`config.mk`:
```
export PLATFORM = sky130hd
export DESIGN_NAME = bexkat2_timer_target_flat
export DESIGN_NICKNAME = d
export VERILOG_FILES = /design/src/rtl/bexkat2_timer_target_pkg.sv /design/src/rtl/bexkat2_timer_target_if.sv /design/src/rtl/bexkat2_timer_target_prescaler.sv /design/src/rtl/bexkat2_timer_target.sv /design/src/flat_wrapper.sv
export SDC_FILE = /design/constraint.sdc
export NUM_CORES = 1
export LEC_CHECK = 0
export CORE_MARGIN = 10
export CORE_UTILIZATION = 61
export DETAILED_ROUTE_END_ITERATION = 12
export GPL_ROUTABILITY_DRIVEN = 0
export PLACE_DENSITY = 0.82
export RECOVER_POWER = 25
export SLEW_MARGIN = 20
export SYNTH_ARGS = -nofsm -noshare
export SYNTH_HDL_FRONTEND = slang
export SYNTH_SLANG_ARGS = --single-unit
```
`constraint.sdc`:
```
create_clock -name clk_i -period 4.62 [get_ports clk_i]
set_input_delay 1.155 -clock clk_i [delete_from_list [all_inputs] [get_ports clk_i]]
set_output_delay 1.155 -clock clk_i [all_outputs]
set_load 0.005 [all_outputs]
```
`src/rtl/bexkat2_timer_target_pkg.sv`:
```
// bexkat2 timer target: shared register offsets, bus FSM states and
// STATUS/CTRL bit positions, plus a byte-lane merge helper.
package bexkat2TimerDef;

    // Word offsets of the register file. Offsets 8..15 are unmapped.
    typedef enum logic [3:0] {
        TMR_CTRL     = 4'd0,
        TMR_STATUS   = 4'd1,
        TMR_COUNT    = 4'd2,
        TMR_PRESCALE = 4'd3,
        TMR_CMP0     = 4'd4,
        TMR_CMP1     = 4'd5,
        TMR_CMP2     = 4'd6,
        TMR_CMP3     = 4'd7
    } tmr_reg_e;

    // Bus responder states.
    typedef enum logic [1:0] {
        S_IDLE = 2'd0,
        S_WAIT = 2'd1,
        S_ACK  = 2'd2
    } bus_state_e;

    // STATUS bit positions.
    localparam int STATUS_CMP0 = 0;
    localparam int STATUS_CMP1 = 1;
    localparam int STATUS_CMP2 = 2;
    localparam int STATUS_CMP3 = 3;
    localparam int STATUS_WRAP = 4;
    localparam int STATUS_W    = 5;

    // CTRL layout: bit 0 enables counting, bits 8:4 enable irq per STATUS bit.
    localparam int          CTRL_EN      = 0;
    localparam int          CTRL_IRQ_LSB = 4;
    localparam logic [31:0] CTRL_MASK    = 32'h0000_01F1;

    // Replace only the byte lanes flagged in sel; other lanes keep old_v.
    function automatic logic [31:0] byte_merge(input logic [31:0] old_v,
                                               input logic [31:0] new_v,
                                               input logic [3:0]  sel);
        logic [31:0] r;
        r = old_v;
        for (int b = 0; b < 4; b++) begin
            if (sel[b]) r[8*b +: 8] = new_v[8*b +: 8];
        end
        return r;
    endfunction

endpackage

```
`src/rtl/bexkat2_timer_target_if.sv`:
```
// Wishbone-classic bus bundle between the bexkat2 CPU (master) and the
// timer target (slave). Signal names keep the target-side _i/_o suffixes.
//
// Handshake: the master raises cyc_i&stb_i and holds we_i/adr_i/sel_i/dat_i
// stable until it sees a single-cycle ack_o or err_o pulse; that pulse is the
// only completion signal and dat_o is valid only while it is high. Dropping
// cyc_i before the pulse abandons the access with no side effect.
interface bexkat2_timer_target_if;
    logic        cyc_i;
    logic        stb_i;
    logic        we_i;
    logic [3:0]  adr_i;
    logic [3:0]  sel_i;
    logic [31:0] dat_i;
    logic [31:0] dat_o;
    logic        ack_o;
    logic        err_o;

    modport master (
        output cyc_i, stb_i, we_i, adr_i, sel_i, dat_i,
        input  dat_o, ack_o, err_o
    );

    modport slave (
        input  cyc_i, stb_i, we_i, adr_i, sel_i, dat_i,
        output dat_o, ack_o, err_o
    );
endinterface

```
`src/rtl/bexkat2_timer_target_prescaler.sv`:
```
// Prescaler for the timer: counts enabled cycles and emits a one-cycle tick
// every PRESCALE+1 cycles. clr_i restarts the division from zero and
// suppresses the tick in that cycle.
module bexkat2_prescaler (
    input  logic        clk_i,
    input  logic        rst_n_i,
    input  logic        en_i,
    input  logic        clr_i,
    input  logic [31:0] prescale_i,
    output logic        tick_o
);

    logic [31:0] pcnt_q, pcnt_d;

    // Next divider value and tick; >= keeps the divider from running away
    // when PRESCALE is lowered below the current count.
    always_comb begin
        pcnt_d = pcnt_q;
        tick_o = 1'b0;
        if (clr_i) begin
            pcnt_d = '0;
        end else if (en_i) begin
            if (pcnt_q >= prescale_i) begin
                pcnt_d = '0;
                tick_o = 1'b1;
            end else begin
                pcnt_d = pcnt_q + 32'd1;
            end
        end
    end

    // Divider register.
    always_ff @(posedge clk_i or negedge rst_n_i) begin
        if (!rst_n_i) pcnt_q <= '0;
        else          pcnt_q <= pcnt_d;
    end

endmodule

```
`src/rtl/bexkat2_timer_target.sv`:
```
// bexkat2 timer target: Wishbone-classic responder with a prescaled 32-bit
// free-running counter, four compare registers and a level interrupt.
// Optional macro BEXKAT2_TIMER_ERR_EN: accesses to word addresses 8..15 end
// with err_o instead of ack_o.
module bexkat2_timer_target
    import bexkat2TimerDef::*;
#(
    parameter int          WAIT_STATES    = 0,
    parameter logic [31:0] RESET_PRESCALE = 32'h0
) (
    input  logic                   clk_i,
    input  logic                   rst_n_i,
    bexkat2_timer_target_if.slave  bus,
    output logic                   irq_o,
    output bus_state_e             dbg_state_o
);

    localparam int         WAIT_LOAD_I = (WAIT_STATES > 0) ? WAIT_STATES - 1 : 0;
    localparam logic [2:0] WAIT_LOAD   = 3'(WAIT_LOAD_I);

    bus_state_e state_q, state_d;
    logic [2:0]  wait_q, wait_d;
    logic        ack_q, ack_d;
    logic        err_q, err_d;
    logic [31:0] dat_q, dat_d;

    logic [31:0]         ctrl_q, ctrl_d;
    logic [STATUS_W-1:0] status_q, status_d;
    logic [31:0]         count_q, count_d;
    logic [31:0]         prescale_q, prescale_d;
    logic [31:0]         cmp_q [4];
    logic [31:0]         cmp_d [4];
    logic                irq_q, irq_d;

    logic                req;
    logic                acc_err;
    logic                wr_commit;
    logic                count_wr;
    logic                tick;
    logic [31:0]         rd_data;
    logic [31:0]         count_inc;
    logic [STATUS_W-1:0] hw_set;
    logic [STATUS_W-1:0] w1c;

    assign req = bus.cyc_i & bus.stb_i;

`ifdef BEXKAT2_TIMER_ERR_EN
    assign acc_err = bus.adr_i[3];
`else
    assign acc_err = 1'b0;
`endif

    // A write lands only in the ack cycle and only on mapped offsets.
    assign wr_commit = (state_q == S_ACK) && bus.we_i && !bus.adr_i[3];
    assign count_wr  = wr_commit && (bus.adr_i == TMR_COUNT);

    assign bus.ack_o   = ack_q;
    assign bus.err_o   = err_q;
    assign bus.dat_o   = dat_q;
    assign irq_o       = irq_q;
    assign dbg_state_o = state_q;

    bexkat2_prescaler u_prescaler (
        .clk_i      (clk_i),
        .rst_n_i    (rst_n_i),
        .en_i       (ctrl_q[CTRL_EN]),
        .clr_i      (count_wr),
        .prescale_i (prescale_q),
        .tick_o     (tick)
    );

    // Read mux; unmapped offsets read as zero.
    always_comb begin
        rd_data = '0;
        case (bus.adr_i)
            TMR_CTRL:     rd_data = ctrl_q;
            TMR_STATUS:   rd_data = {{(32-STATUS_W){1'b0}}, status_q};
            TMR_COUNT:    rd_data = count_q;
            TMR_PRESCALE: rd_data = prescale_q;
            TMR_CMP0:     rd_data = cmp_q[0];
            TMR_CMP1:     rd_data = cmp_q[1];
            TMR_CMP2:     rd_data = cmp_q[2];
            TMR_CMP3:     rd_data = cmp_q[3];
            default:      rd_data = '0;
        endcase
    end

    // Bus FSM: optional wait countdown, then a single ack/err cycle whose
    // read data is captured on entry.
    always_comb begin
        state_d = state_q;
        wait_d  = wait_q;
        ack_d   = 1'b0;
        err_d   = 1'b0;
        dat_d   = dat_q;
        case (state_q)
            S_IDLE: begin
                if (req) begin
                    if (WAIT_STATES > 0) begin
                        state_d = S_WAIT;
                        wait_d  = WAIT_LOAD;
                    end else begin
                        state_d = S_ACK;
                        ack_d   = !acc_err;
                        err_d   = acc_err;
                        dat_d   = rd_data;
                    end
                end
            end
            S_WAIT: begin
                if (!bus.cyc_i) begin
                    state_d = S_IDLE;
                end else if (wait_q == 3'd0) begin
                    state_d = S_ACK;
                    ack_d   = !acc_err;
                    err_d   = acc_err;
                    dat_d   = rd_data;
                end else begin
                    wait_d = wait_q - 3'd1;
                end
            end
            S_ACK: begin
                state_d = S_IDLE;
                dat_d   = '0;
            end
            default: begin
                state_d = S_IDLE;
                dat_d   = '0;
            end
        endcase
    end

    // Register file update: bus writes, counting, match/wrap flags, irq.
    always_comb begin
        ctrl_d     = ctrl_q;
        count_d    = count_q;
        prescale_d = prescale_q;
        for (int n = 0; n < 4; n++) cmp_d[n] = cmp_q[n];
        w1c       = '0;
        hw_set    = '0;
        count_inc = count_q + 32'd1;

        if (wr_commit) begin
            case (bus.adr_i)
                TMR_CTRL:     ctrl_d = byte_merge(ctrl_q, bus.dat_i, bus.sel_i) & CTRL_MASK;
                TMR_STATUS:   w1c = bus.sel_i[0] ? bus.dat_i[STATUS_W-1:0] : '0;
                TMR_PRESCALE: prescale_d = byte_merge(prescale_q, bus.dat_i, bus.sel_i);
                TMR_CMP0:     cmp_d[0] = byte_merge(cmp_q[0], bus.dat_i, bus.sel_i);
                TMR_CMP1:     cmp_d[1] = byte_merge(cmp_q[1], bus.dat_i, bus.sel_i);
                TMR_CMP2:     cmp_d[2] = byte_merge(cmp_q[2], bus.dat_i, bus.sel_i);
                TMR_CMP3:     cmp_d[3] = byte_merge(cmp_q[3], bus.dat_i, bus.sel_i);
                default:      ;
            endcase
        end

        // A COUNT write takes priority over the increment; compares use the
        // compare values held before any same-cycle CMP write.
        if (count_wr) begin
            count_d = byte_merge(count_q, bus.dat_i, bus.sel_i);
        end else if (tick) begin
            count_d = count_inc;
            for (int n = 0; n < 4; n++) begin
                if (count_inc == cmp_q[n]) hw_set[STATUS_CMP0 + n] = 1'b1;
            end
            if (count_q == 32'hFFFF_FFFF) hw_set[STATUS_WRAP] = 1'b1;
        end

        // Hardware set wins over a coincident write-1-to-clear.
        status_d = (status_q & ~w1c) | hw_set;
        irq_d    = |(status_q & ctrl_q[CTRL_IRQ_LSB +: STATUS_W]);
    end

    // Bus FSM registers.
    always_ff @(posedge clk_i or negedge rst_n_i) begin
        if (!rst_n_i) begin
            state_q <= S_IDLE;
            wait_q  <= '0;
            ack_q   <= 1'b0;
            err_q   <= 1'b0;
            dat_q   <= '0;
        end else begin
            state_q <= state_d;
            wait_q  <= wait_d;
            ack_q   <= ack_d;
            err_q   <= err_d;
            dat_q   <= dat_d;
        end
    end

    // Timer registers and interrupt output.
    always_ff @(posedge clk_i or negedge rst_n_i) begin
        if (!rst_n_i) begin
            ctrl_q     <= '0;
            status_q   <= '0;
            count_q    <= '0;
            prescale_q <= RESET_PRESCALE;
            for (int n = 0; n < 4; n++) cmp_q[n] <= '0;
            irq_q      <= 1'b0;
        end else begin
            ctrl_q     <= ctrl_d;
            status_q   <= status_d;
            count_q    <= count_d;
            prescale_q <= prescale_d;
            for (int n = 0; n < 4; n++) cmp_q[n] <= cmp_d[n];
            irq_q      <= irq_d;
        end
    end

endmodule

```
`src/flat_wrapper.sv`:
```
// flat-port wrapper written by rule: the top's interface ports become plain ports
module bexkat2_timer_target_flat import bexkat2TimerDef::*;
#(
    parameter int          WAIT_STATES    = 0,
    parameter logic [31:0] RESET_PRESCALE = 32'h0
)
  (clk_i, rst_n_i, irq_o, dbg_state_o, bus_cyc_i, bus_stb_i, bus_we_i, bus_adr_i, bus_sel_i, bus_dat_i, bus_dat_o, bus_ack_o, bus_err_o);
  bexkat2_timer_target_if bus_i ();
  input  logic clk_i;
  input  logic rst_n_i;
  output logic irq_o;
  output bus_state_e dbg_state_o;
  input wire logic [$bits(bus_i.cyc_i)-1:0] bus_cyc_i;
  input wire logic [$bits(bus_i.stb_i)-1:0] bus_stb_i;
  input wire logic [$bits(bus_i.we_i)-1:0] bus_we_i;
  input wire logic [$bits(bus_i.adr_i)-1:0] bus_adr_i;
  input wire logic [$bits(bus_i.sel_i)-1:0] bus_sel_i;
  input wire logic [$bits(bus_i.dat_i)-1:0] bus_dat_i;
  output wire logic [$bits(bus_i.dat_o)-1:0] bus_dat_o;
  output wire logic [$bits(bus_i.ack_o)-1:0] bus_ack_o;
  output wire logic [$bits(bus_i.err_o)-1:0] bus_err_o;
  assign bus_i.cyc_i = bus_cyc_i;
  assign bus_i.stb_i = bus_stb_i;
  assign bus_i.we_i = bus_we_i;
  assign bus_i.adr_i = bus_adr_i;
  assign bus_i.sel_i = bus_sel_i;
  assign bus_i.dat_i = bus_dat_i;
  assign bus_dat_o = bus_i.dat_o;
  assign bus_ack_o = bus_i.ack_o;
  assign bus_err_o = bus_i.err_o;
  bexkat2_timer_target #(.WAIT_STATES(WAIT_STATES), .RESET_PRESCALE(RESET_PRESCALE)) u_core (.clk_i(clk_i), .rst_n_i(rst_n_i), .bus(bus_i), .irq_o(irq_o), .dbg_state_o(dbg_state_o));
endmodule
```
After elaboration in Yosys (flattened, before gate mapping)
Index checks and enable logic that the tools add are counted.
{ "op_classes": {"muxes": 35, "reduce_logical": 39, "order_cmp": 1, "eq_ne": 22, "n_bitwise": 6, "addsub": 3} }
{ "ops": {"columns": ["operator", "count"], "rows": [
  ["2-to-1 mux 32 bit", 8],
  ["case mux 32 bit (8 select lines)", 1],
  ["== test 32 bit", 4],
  ["AND reduction 3 bit", 24],
  ["adder 32 x 1 -> 32 bit (second input constant)", 2],
  ["case mux 32 bit (2 select lines)", 1],
  ["== test 32 bit (second input constant)", 1],
  ["greater-or-equal comparator 32 bit", 1],
  ["2-to-1 mux 8 bit", 4],
  ["2-to-1 mux 5 bit", 5],
  ["== test 4 x 3 -> 1 bit (second input constant)", 4],
  ["2-to-1 mux 1 bit", 11],
  ["AND 5 bit", 2],
  ["inequality test 2 bit (second input constant)", 5],
  ["AND reduction 2 bit", 5],
  ["== test 4 x 2 -> 1 bit (second input constant)", 2],
  ["2-to-1 mux 2 bit", 3],
  ["inverter 5 bit", 1],
  ["bitwise OR 5 bit", 1],
  ["OR reduction 5 bit", 1],
  ["== test 4 x 1 -> 1 bit (second input constant)", 1],
  ["zero test 4 bit", 1],
  ["inequality test 2 x 1 -> 1 bit (second input constant)", 2],
  ["case mux 2 bit (2 select lines)", 1],
  ["other kinds (12)", 15]
]} }
{ "totals": {"wordCells": 139, "ff_bits": 274, "output_inout_bits": 37, "inputBits": 45} }

Logic depth before layout (Yosys ltp)
{ "depth": {"ltp_word": 8, "depth_mapped": 12, "depth_no_buf": 10} }

Modules after synthesis
Synthesis repeated with hierarchy kept, for this count alone.
{ "unflattened": {"hier_cells": 1726, "hier_area_um2": 16798.6} }
{ "by_module_without_submodules": {"columns": ["module", "seq_area_each_um2", "n_inst", "cells_per_inst", "area_per_inst_um2"], "rows": [
  ["bexkat2_timer_target", 5955.7, 1, 1358, 13761.9],
  ["bexkat2_prescaler", 800.8, 1, 368, 3036.7]
]} }

Worst setup path before layout
No wires, ideal clock.
{ "synth_path": {"kind": "input to register", "start": "input bus_adr_i[1]", "end": "register u_core.u_prescaler.pcnt_q[12]", "setup_ns": 0.134, "path_buffers": 4, "slack_ns": 1.343, "arrival_time_ns": 3.144, "cell_stages": 9, "t_required_ns": 4.486, "cell_sequence": "clkbuf_1 > nand2b_1 > nor4_1 > nand2b_1 > a211o_1 > clkbuf_1 > clkbuf_1 > buf_1 > o31ai_1"} }
{ "synth_via": {"elab_chain_len": 3, "elab_cells_between_ends": 4, "classes_between": "eq/ne (1); mux (1); reduce/logical (2)"} }
{ "synth_lines": {"columns": ["item", "line_no", "text"], "rows": [
  ["start: declaration", "flat_wrapper.sv:16", "input wire logic [$bits(bus_i.adr_i)-1:0] bus_adr_i;"],
  ["== test 4 x 2 -> 1 bit (*)", "bexkat2_timer_target.sv:55", "assign count_wr = wr_commit && (bus.adr_i == TMR_COUNT);"],
  ["logical AND 1 bit (*)", "bexkat2_timer_target.sv:55", null],
  ["2-to-1 mux 32 bit / nonzero test 2 bit (equally long branches)", null, null],
  ["end signal: assignment", "bexkat2_timer_target_prescaler.sv:35", "else pcnt_q <= pcnt_d;"],
  ["end: declaration", "bexkat2_timer_target_prescaler.sv:13", "logic [31:0] pcnt_q, pcnt_d;"]
]} }
Every way passes the cells marked *; elsewhere a longest branch is shown, timed or not.
A chain may end at the register's enable or synchronous reset.

Worst setup path after layout
{ "layout_path": {"start": "register u_core.count_q[3]", "end": "register u_core.status_q[3]"} }
{ "layout_via": {"elab_chain_len": 6} }
{ "layout_lines": {"columns": ["item", "line_no", "text"], "rows": [
  ["start: declaration", "bexkat2_timer_target.sv:29", "logic [31:0] count_q, count_d;"],
  ["start signal: assignment", "bexkat2_timer_target.sv:202", "count_q <= count_d;"],
  ["adder 32 x 1 -> 32 bit", "bexkat2_timer_target.sv:141", "count_inc = count_q + 32'd1;"],
  ["== test 32 bit", "bexkat2_timer_target.sv:163", "if (count_inc == cmp_q[n]) hw_set[STATUS_CMP0 + n] = 1'b1;"],
  ["2-to-1 mux 1 bit", "bexkat2_timer_target.sv:163", null],
  ["2-to-1 mux 5 bit", "bexkat2_timer_target.sv:160", "end else if (tick) begin"],
  ["2-to-1 mux 5 bit", "bexkat2_timer_target.sv:158", "if (count_wr) begin"],
  ["bitwise OR 5 bit", "bexkat2_timer_target.sv:169", "status_d = (status_q & ~w1c) | hw_set;"],
  ["net u_core.status_d[3]", "bexkat2_timer_target.sv:28", "logic [STATUS_W-1:0] status_q, status_d;"],
  ["end signal: assignment", "bexkat2_timer_target.sv:201", "status_q <= status_d;"],
  ["end: declaration", "bexkat2_timer_target.sv:28", null]
]} }
The timed path passes the listed nets, and every way through them passes these cells.

==> qor.yml <==
outcome: "complete, but fails checks"
violations: "capacitance limit, slew limit"
fin_cells: 2146
wire_per_inst_um: 27.8
final.setup.tns_ps: 0
yosysWarnings: 0
ff_latch_area_mm2: 0.00676
p_int_mw: 4.21
synth-seq-cells: 270
fill_cells: 1967
clkLatencyLatePin_ps: 580
layout_min_cycle_time_ps: 3990
top_usage_layer: "met2"
clockBufferDepth: 3
ys_types: 85
fmax_mhz: 251
critPathArrivalTime_ps: 4480
portBuffers: 79
track_usage_pct: 34.8
drv_slew: 107
ant_nets: 0
synthArstFlopShare_pct: 100
slew_headroom_pct: -97.9
synth_fa_ha_area_share_pct: 2.58
use_met1_pct: 42.8
cp.required_ps: 5110
die_w_um: 184
synth.cell_area_mm2: 0.0165
synthSimpleGateAreaFrac_pct: 17.2
p_seq_share_pct: 45.4
place_hpwl_um: 42700
p_per_area_mw_per_mm2: 314
grtUsageMet3_pct: 13.2
synth-xor-area-share_pct: 6.85
rows: 60
io_pins: 82
syn-instance-count: 1705
fin_util_pct: 70.4
cap_violations: 1
cts_tree: "yes"
synth_edf_count: 0
layout_commonest_cell: "dfrtp_1"
rsz0062_at_grt: "false"
die_h_um: 184
path_class: "reg -> reg"
grt_pass1_wl_um: 91200
ys.flop_type: "dfrtp_1"
dieArea_mm2: 0.0340
synth_compound_gate_area_share_pct: 19.5
routed_wl_um: 59700
hold_viol: 0
cp-end-kind: "flip-flop"
vias: 15900
nNetsFinal: 1861
grt_start_max_net_pins: 108
holdBufCountCts: 0
post_cts_buffers: 0
leakage_nw: 8.10
fin_crit_sh_pct: 86.4
clk_pin_slew_worst_paths_ps: 60
synth_top_family_by_area: "compound AO/OA/AOI/OAI gates"
post-place-cells: 2090
final_cell_mix: "dfrtp_1, nand2_1, mux2_2"
drt_first_pass_iters: 8
worst_clock_skew_ps: 26.6
p_comb_share_pct: 14.3
ctsHtreeMaxLevel: 1
seq_area_frac_synth_pct: 41.0
start_util_pct: 61.6
drc_errors: 0
first_iter_violations: 2831
grt_pass1_vias: 15200
p_sw_mw: 1.69
antenna_found_initial: 3
finalSetupViolCount: 0
viasPerCell: 7.42
coreArea_mm2: 0.0267
finalHoldWorstSlack_ps: 503
cts_root_buf: "clkbuf_16"
tightest_slew_ps: 2970
hp-class: "reg -> reg"
multi_input_area_mm2: 0.00914
synth.avg_cell_area_um2: 9.66
post_cts_resized: 0
switching_share_pct: 28.6
drive_gt1_share_pct: 15.6
clkSinkCount: 270
max-vdd-ir-drop_uv: 367
startpoint_type: "flip-flop"
syn_to_final_growth_pct: 14.2
p_clk_share_pct: 40.3
critPathMaxFanout: 14
synth_mux_area_share_pct: 9.08
overflow: 0
numCtsBuffers: 30
met2_usage_pct: 51.7
flip-flops by register name (all words and copies together), names as in the netlist:
register,count
u_core.cmp_q,128
u_core.prescale_q,32
u_core.count_q,32
u_core.bus.ack_o,1
u_core.irq_o,1
u_core.status_q,5
u_core.u_prescaler.pcnt_q,32
u_core.ctrl_q,6
u_core.bus.dat_o,32
u_core.dbg_state_o,1
power groups by stage:
stage	Sequential, mW	Clock (mW)	Combinational (mW)
floorplan	2.61	0	0.519
global placement	2.69	0	0.770
detailed placement	2.70	0	0.793
CTS	2.66	2.39	0.804
global route	2.68	2.50	0.891
finish	2.68	2.38	0.843
per-stage QoR:
step / cell area, um2 / setup slack [ps] / total power [mW]
global placement: 17800 / 814 / 3.46
detailed placement: 17800 / 559 / 3.49
floorplan: 16500 / 1340 / 3.12
finish: 18800 / 629 / 5.90
CTS: 18800 / 940 / 5.86
global route: 18800 / 353 / 6.08
Yosys cell counts (9+ instances only):
cell type / n / area (um2)
a211oi_1: 16 / 120
a21oi_1: 38 / 190
a22o_1: 36 / 315
a22oi_1: 93 / 698
a31oi_1: 10 / 62.6
and3_1: 17 / 106
and4_1: 9 / 78.8
clkbuf_1: 77 / 289
dfrtp_1: 270 / 6760
ha_1: 34 / 425
inv_1: 54 / 203
mux2_2: 131 / 1480
nand2_1: 152 / 571
nand2b_1: 16 / 100
nand3_1: 90 / 450
nand4_1: 36 / 225
nor2_1: 88 / 330
nor2b_1: 14 / 87.6
nor3_1: 32 / 160
nor3b_1: 9 / 67.6
nor4_1: 21 / 131
o211ai_1: 21 / 158
o21ai_0: 104 / 521
o22ai_1: 9 / 56.3
o311ai_0: 15 / 131
o31ai_1: 20 / 150
xnor2_1: 82 / 718
xor2_1: 44 / 385
cell families (layout without fill, tap and decap cells):
kind of cell / Yosys count / in the layout
compound gates: 450 / 450
xor+xnor: 127 / 127
fa+ha+maj: 34 / 34
buf+inv: 153 / 250
flops: 270 / 270
mux: 133 / 133
other cells: 1 / 4
simple gates: 537 / 537
layout make-up:
cell class / instances / share of cell area [%]
Antenna cell: 2 / 0.0266
Clock buffer: 42 / 4.55
Clock inverter: 11 / 0.646
Inverter: 54 / 1.08
Multi-Input combinational cell: 1283 / 48.6
Sequential cell: 270 / 35.9
Tap cell: 341 / 2.27
Timing Repair Buffer: 143 / 6.89
routing by layer:
metal,part of all wire (%),vias up
met5,0.075,-
met4,6.8,4
met3,15,351
met2,43,1363
met1,36,7639
li1,-,6559
critical path, stage by stage, from the launching register on:
cell and delay (ps):
dfrtp_1 660, nand4_2 410, nor4_1 600, buf_4 250, nand3_1 290, nand3b_1 220
o311ai_0 190, nor4_1 890, nand4_1 170, o31ai_1 240
final timing paths:
path                                           start              endpoint  slack, ps  cells past startpoint
worst max-delay path               u_core.count_q[3]    u_core.status_q[3]        630                      9
worst min-delay path            u_core.bus.dat_o[17]  u_core.bus.dat_o[17]        500                      1
worst min register to register  u_core.bus.dat_o[17]  u_core.bus.dat_o[17]        500                      1
max in group asynchronous                    rst_n_i      u_core.cmp_q[78]        950                      2
min in group asynchronous                    rst_n_i      u_core.cmp_q[33]       1490                      1
worst max register to register     u_core.count_q[3]    u_core.status_q[3]        630                      9
Power figures use the tool's default switching activity.
